`src/rtl/alu_pkg.sv`:
```
// Shared opcode and width constants for the registered ALU slice.
// Imported by the top-level datapath and the multiplier sub-module.
package alu_pkg;

  localparam int W4    = 4;
  localparam int W6    = 6;
  localparam int W8    = 8;
  localparam int RES_W = 12;

  localparam logic [1:0] OP_ADD = 2'b00;
  localparam logic [1:0] OP_SUB = 2'b01;
  localparam logic [1:0] OP_MUL = 2'b10;
  localparam logic [1:0] OP_AND = 2'b11;

endpackage

```
`src/rtl/alu_mul6.sv`:
```
// Combinational 6x6 unsigned multiplier with a full-width 12-bit product.
module alu_mul6
  import alu_pkg::*;
(
  input  logic [W6-1:0]    a,
  input  logic [W6-1:0]    b,
  output logic [RES_W-1:0] p
);

  // Extend both operands before multiplying so the product is never truncated.
  assign p = {{(RES_W-W6){1'b0}}, a} * {{(RES_W-W6){1'b0}}, b};

endmodule

```
`src/rtl/alu.sv`:
```
// Registered four-operation ALU: one combinational select on alu_sel feeding
// a single output register with asynchronous active-low clear.
module alu
  import alu_pkg::*;
(
  input  logic             clk,
  input  logic             rst_n,
  input  logic [W4-1:0]    A_4,
  input  logic [W4-1:0]    B_4,
  input  logic [W6-1:0]    A_6,
  input  logic [W6-1:0]    B_6,
  input  logic [W8-1:0]    A_8,
  input  logic [W8-1:0]    B_8,
  input  logic [1:0]       alu_sel,
  input  logic             carry_in,
  output logic [RES_W-1:0] result,
  output logic             carry_out
);

  logic [RES_W-1:0] mul_p;
  logic [W4:0]      sum5;
  logic [W8:0]      diff9;
  logic [RES_W-1:0] result_nxt;
  logic             carry_nxt;

  alu_mul6 u_mul6 (
    .a (A_6),
    .b (B_6),
    .p (mul_p)
  );

  assign sum5  = {1'b0, A_4} + {1'b0, B_4} + {{W4{1'b0}}, carry_in};
  // Bit 8 of the 9-bit difference is the borrow: set exactly when A_8 < B_8 + carry_in.
  assign diff9 = {1'b0, A_8} - {1'b0, B_8} - {{W8{1'b0}}, carry_in};

  always_comb begin
    result_nxt = '0;
    carry_nxt  = 1'b0;
    case (alu_sel)
      OP_ADD: begin
        result_nxt = {{(RES_W-W4){1'b0}}, sum5[W4-1:0]};
        carry_nxt  = sum5[W4];
      end
      OP_SUB: begin
        result_nxt = {{(RES_W-W8){1'b0}}, diff9[W8-1:0]};
        carry_nxt  = diff9[W8];
      end
      OP_MUL: begin
        result_nxt = mul_p;
      end
      OP_AND: begin
        result_nxt = {{(RES_W-W4){1'b0}}, A_4 & B_4};
      end
      default: begin
        result_nxt = '0;
        carry_nxt  = 1'b0;
      end
    endcase
  end

  always_ff @(posedge clk or negedge rst_n) begin
    if (!rst_n) begin
      result    <= '0;
      carry_out <= 1'b0;
    end else begin
      result    <= result_nxt;
      carry_out <= carry_nxt;
    end
  end

endmodule

```
`config.mk`:
```
export PLATFORM = sky130hd
export DESIGN_NAME = alu
export DESIGN_NICKNAME = d
export VERILOG_FILES = /design/src/rtl/alu_pkg.sv /design/src/rtl/alu_mul6.sv /design/src/rtl/alu.sv
export SDC_FILE = /design/constraint.sdc
export NUM_CORES = 1
export LEC_CHECK = 0
export CORE_ASPECT_RATIO = 0.75
export CORE_MARGIN = 2
export CORE_UTILIZATION = 59
export CTS_CLUSTER_SIZE = 14
export DETAILED_ROUTE_END_ITERATION = 12
export DONT_BUFFER_PORTS = 1
export HOLD_SLACK_MARGIN = 0.12
export PLACE_DENSITY = 0.78
export SYNTH_ARGS = -nofsm -noshare
export SYNTH_HDL_FRONTEND = slang
export SYNTH_HIERARCHICAL = 1
export SYNTH_SLANG_ARGS = --single-unit
```
`constraint.sdc`:
```
create_clock -name clk -period 0.8 [get_ports clk]
set_clock_uncertainty 0.2 [all_clocks]
set_input_delay 0.12 -clock clk [delete_from_list [all_inputs] [get_ports clk]]
set_output_delay 0.12 -clock clk [all_outputs]
set_load 0.01 [all_outputs]
```
; Word-level counts from Yosys, hierarchy flattened
; Index checks and enable logic that the tools add are counted.
; W data, S select, Z words.
[word_totals]
reg_bits = 13
output_inout_bits = 13
word_cells = 14
[classes]
n_addsub = 4
n_mul = 1
n_eq_ne = 3
n_mux = 2
bitwise = 1
reduce_logical = 1
[ops]
columns = cell, count
row1 = $pmux W12 S4, 1
row2 = $mul A6 B6 Y12, 1
row3 = $sub A8 B8 Y9, 1
row4 = $sub A9 B1 Y9, 1
row5 = $add A4 B4 Y5, 1
row6 = $add A5 B1 Y5, 1
row7 = $and A4 B4 Y4, 1
row8 = $eq A2 B2 Y1 const B, 2
row9 = $eq A2 B1 Y1 const B, 1
row10 = $logic_not A2 Y1, 1
row11 = $pmux W1 S2, 1

; Depth between registers and ports, before layout
[depth]
word_depth = 3
depth_mapped = 13
ltp_nobuf = 13

; By module
; Netlist, hierarchy kept.
[modules_own_cells]
columns = mod, instances, cells_per_inst, area_per_inst_um2, seq_area_each_um2
row1 = alu, 1, 127, 1188.6, 325.3
row2 = alu_mul6, 1, 128, 1106.1, 0.0

; Worst setup path after synthesis
; No wires, ideal clock.
[synth_path]
path_type = input to register
from = input port B_6[5]
to = register result[10]
setup_ns = 0.119
arrival_time_ns = 3.026
required_ns = 0.481
setup_slack_ns = -2.545
cell_stages = 13
path_buffers = 0
path_cell_list = nand2_1 > fa_1 > inv_1 > fa_1 > inv_1 > fa_1 > inv_1 > ha_1 > nand3_1 > nand2_2 > a221o_1 > a211o_1 > and2_1
[synth_via]
elab_chain_len = 2
[synth_lines]
columns = element, line_no
row1 = start: declaration, alu.sv:11  ; input logic [W6-1:0] B_6,
row2 = $mul A6 B6 Y12, alu_mul6.sv:11  ; assign p = {{(RES_W-W6){1'b0}}, a} * {{(RES_W-W6){1'b0}}, b};
row3 = named net mul_p[10], alu.sv:20  ; logic [RES_W-1:0] mul_p;
row4 = $pmux W12 S4, alu.sv:39  ; case (alu_sel)
row5 = named net result_nxt[10], alu.sv:23  ; logic [RES_W-1:0] result_nxt;
row6 = end signal: assignment, alu.sv:66  ; result <= result_nxt;
row7 = end: declaration, alu.sv:16  ; output logic [RES_W-1:0] result,
; The timed path passes the listed nets, and every way through them passes these cells.

; Final worst setup path
[layout_path]
from = input port B_6[3]
to = register result[10]
; Same word-level chain as after synthesis.

==> reports/results.ini <==
[global_routing]
grt_pass1_vias = 1810
grt-ovfl-total = 0
antenna_found_initial = 0
grt_max_degree = 14
grt_usage_pct = 24.0
grt_pass1_wl_mm = 8.40

[cts]
cts_inserted_buffers = 3
cts_tree = done
numClockSinks = 13
htreeDepth = 1
cts-root-buf = clkbuf_8
cts_hold_buf = 1
max-clock-path-buffers = 2
path_clk_slew_ns = 0.06

[floorplanning]
core.rowCount = 19
dieArea_mm2 = 0.00441
die_h_um = 58.0
start_util_pct = 62.3
num_io_pins = 54
die_w_um = 76.0
core_mm2 = 0.00368

[logic_synthesis]
synth_ff_type = dfrtp_1
yosys_warnings = 6
async_flop_share_pct = 100
synth_area_leaders = ha_1 (21%), fa_1 (18%), dfrtp_1 (14%), and2_1 (8.7%), inv_1 (8.3%)
synth-edff-count = 0
synthMostInstantiatedCell = inv_1
synthCells = 255
synth-compound-area-share_pct = 11.8
synth-simple-area-share_pct = 16.9
synth_area_leader_cell = ha_1
synth_top_area_share_pct = 20.7
synth_nets = 355
synthMuxAreaShare_pct = 2.94
synthAdderAreaFrac_pct = 39.0
synth_cell_type_count = 38
synth_commonest_cells = inv_1 (51), ha_1 (38), and2_1 (32)
avgSynthCellArea_um2 = 9.00
synth.cell_area_mm2 = 0.00229
ys_ff_latch = 13
synth_xor_area_share_pct = 6.11
synth_top_family_by_area = adder cells
yosysSeqAreaShare_pct = 14.2

[power]
intPower_mw = 3.00
p_sw_mw = 2.02
pwr-share-seq_pct = 18.1
p_per_area_mw_per_mm2 = 1720
p_comb_share_pct = 70.4
leakagePower_nw = 1.42
netSwitchingFraction_pct = 40.2
peakVddDrop_mv = 0.925
p_clk_share_pct = 11.5

[worst_setup_path]
setup.worst_path.start_class = input pin
worstSetupPathType = input pin to register
slowest_stage = fa_2
arrival_ns = 2.87
slowest_delay_ns = 0.53
critPathCaptureType = register
cp.required_ns = 0.73
cp_max_fo = 6
crit_start = B_6[3]
path_cells = nand2_8 -> fa_1 -> inv_1 -> fa_1 -> inv_2 -> fa_2 -> inv_2 -> ha_4 -> nand2_2 -> nor3_2 -> nor4_1 -> a211o_1 -> and2_1
endpoint = result[10]

[placed_design]
place.port_buffers = 0
place_hpwl_mm = 4.09
gp_congestion = 0.843

[cells_and_area]
n_antenna_cell = 0
synthToLayoutAreaGrowth_pct = 27.6
finalNetCount = 386
drive_gt1_share_pct = 31.9
n_fill_cell = 239

[timing]
tns_ns = -22.38
holdWs_ns = -0.268
slew_headroom_pct = 60.7
worst_slack_ns = -2.14
setup_viol = 26
max_freq_ghz = 0.340
grt_setup_unrepaired = yes
tightest_slew_ns = 0.589
finalHoldViolCount = 22
post-route-period-util_pct = 367
period_minus_slack_ns = 2.94
drv_slew = 0

[outcome]
status = finished with violations
violations = negative hold slack, negative setup slack

[route]
dr_total_vias = 1801
vias_per_cell = 5.34
ant_nets = 0
wl_per_cell_um = 15.5
drtIter0Drc = 88
routed_wl_mm = 5.22
first_pass_iters = 4
drcViolationCount = 0

[hold_path]
hold_path.class = input pin to register
holdCritStartpoint = alu_sel[1]

[run]
drv_cap = 0

==> repair_timing <==
| action | 4_1_cts | 5_1_grt |
|---|---|---|
| resized for setup | 20 | 12 |
| pin swaps | 16 | 11 |
| cloned | 0 | 0 |
| buffers inserted | 2 | 1 |
| endpoints found under the hold margin | 26 | 26 |
| setup endpoints to repair | 26 | 39 |
==> how the worst min path moves through the flow <==
stage,depth (start not counted),to
5_1_grt,1,carry_out
3_3_place_gp,0,result[9]
4_1_cts,1,carry_out
6_report,1,carry_out
3_5_place_dp,0,result[8]
2_1_floorplan,0,carry_out
==> layout make-up <==
class                      count  area (µm²)  area share, %
clock buffer                   4        45.0           1.54
inverter                      51         214           7.31
multi-input combinational    188        2040           69.6
sequential                    13         325           11.1
tap                           52        65.1           2.22
timing repair buffer          29         241           8.25
==> worst max-delay path, delay by kind of cell <==
kind | cells | cell delay [ns]
fa+ha+maj | 4 | 1.82
buf+inv | 3 | 0.15
simple gates | 5 | 0.51
compound gates | 1 | 0.26
==> power groups by stage <==
stage / Sequential [mW] / Combinational [mW] / Clock [mW]
final: 0.909 / 3.54 / 0.578
after global routing: 0.921 / 3.83 / 0.627
after CTS: 0.912 / 3.23 / 0.587
after detailed placement: 0.923 / 2.91 / 0
after global placement: 0.918 / 2.80 / 0
after floorplan: 0.900 / 2.12 / 0
==> logic make-up after synthesis <==
kind of cell | after synthesis
xor gates and xnor gates | 16
DFF | 13
muxes | 3
and+or+nand+nor | 72
buffers and inverters | 54
AOI/OAI and AO/OA | 38
adders and majority gates | 59
==> registers in the layout, indices dropped and copies added, names as in the netlist <==
register,count
carry_out,1
result,12
==> metal layers <==
metal,vias to the layer above,track usage [%],share of wire (%)
li1,884,-,-
met3,2,6.23,6.2
met2,62,40.6,48
met4,0,3.64,0.077
met1,853,32.6,46
met5,-,0,0
==> cell usage in the layout, fill, tap and decap left out, types with 6 or more instances in the layout <==
| cell type | n |
|---|---|
| buf_4 | 23 |
| a21oi_1 | 6 |
| inv_1 | 39 |
| inv_2 | 9 |
| fa_1 | 13 |
| and2_1 | 28 |
| ha_4 | 8 |
| fa_2 | 8 |
| ha_1 | 30 |
| xor2_1 | 7 |
| nand2_1 | 16 |
| xnor2_1 | 7 |
| dfrtp_1 | 13 |
==> through the flow <==
stage / std cells / power, mW / instance area [µm²] / util (%) / worst slack (ns)
global route: 337 / 5.38 / 2930 / 79.5 / -2.22
global placement: 329 / 3.72 / 2710 / 73.6 / -2.31
CTS: 336 / 4.73 / 2880 / 78.0 / -2.10
floorplan: 255 / 3.02 / 2470 / - / -2.25
detailed placement: 329 / 3.83 / 2710 / 73.6 / -2.37
finish: 337 / 5.03 / 2930 / 79.5 / -2.14
(Power assumes the default switching activity.)
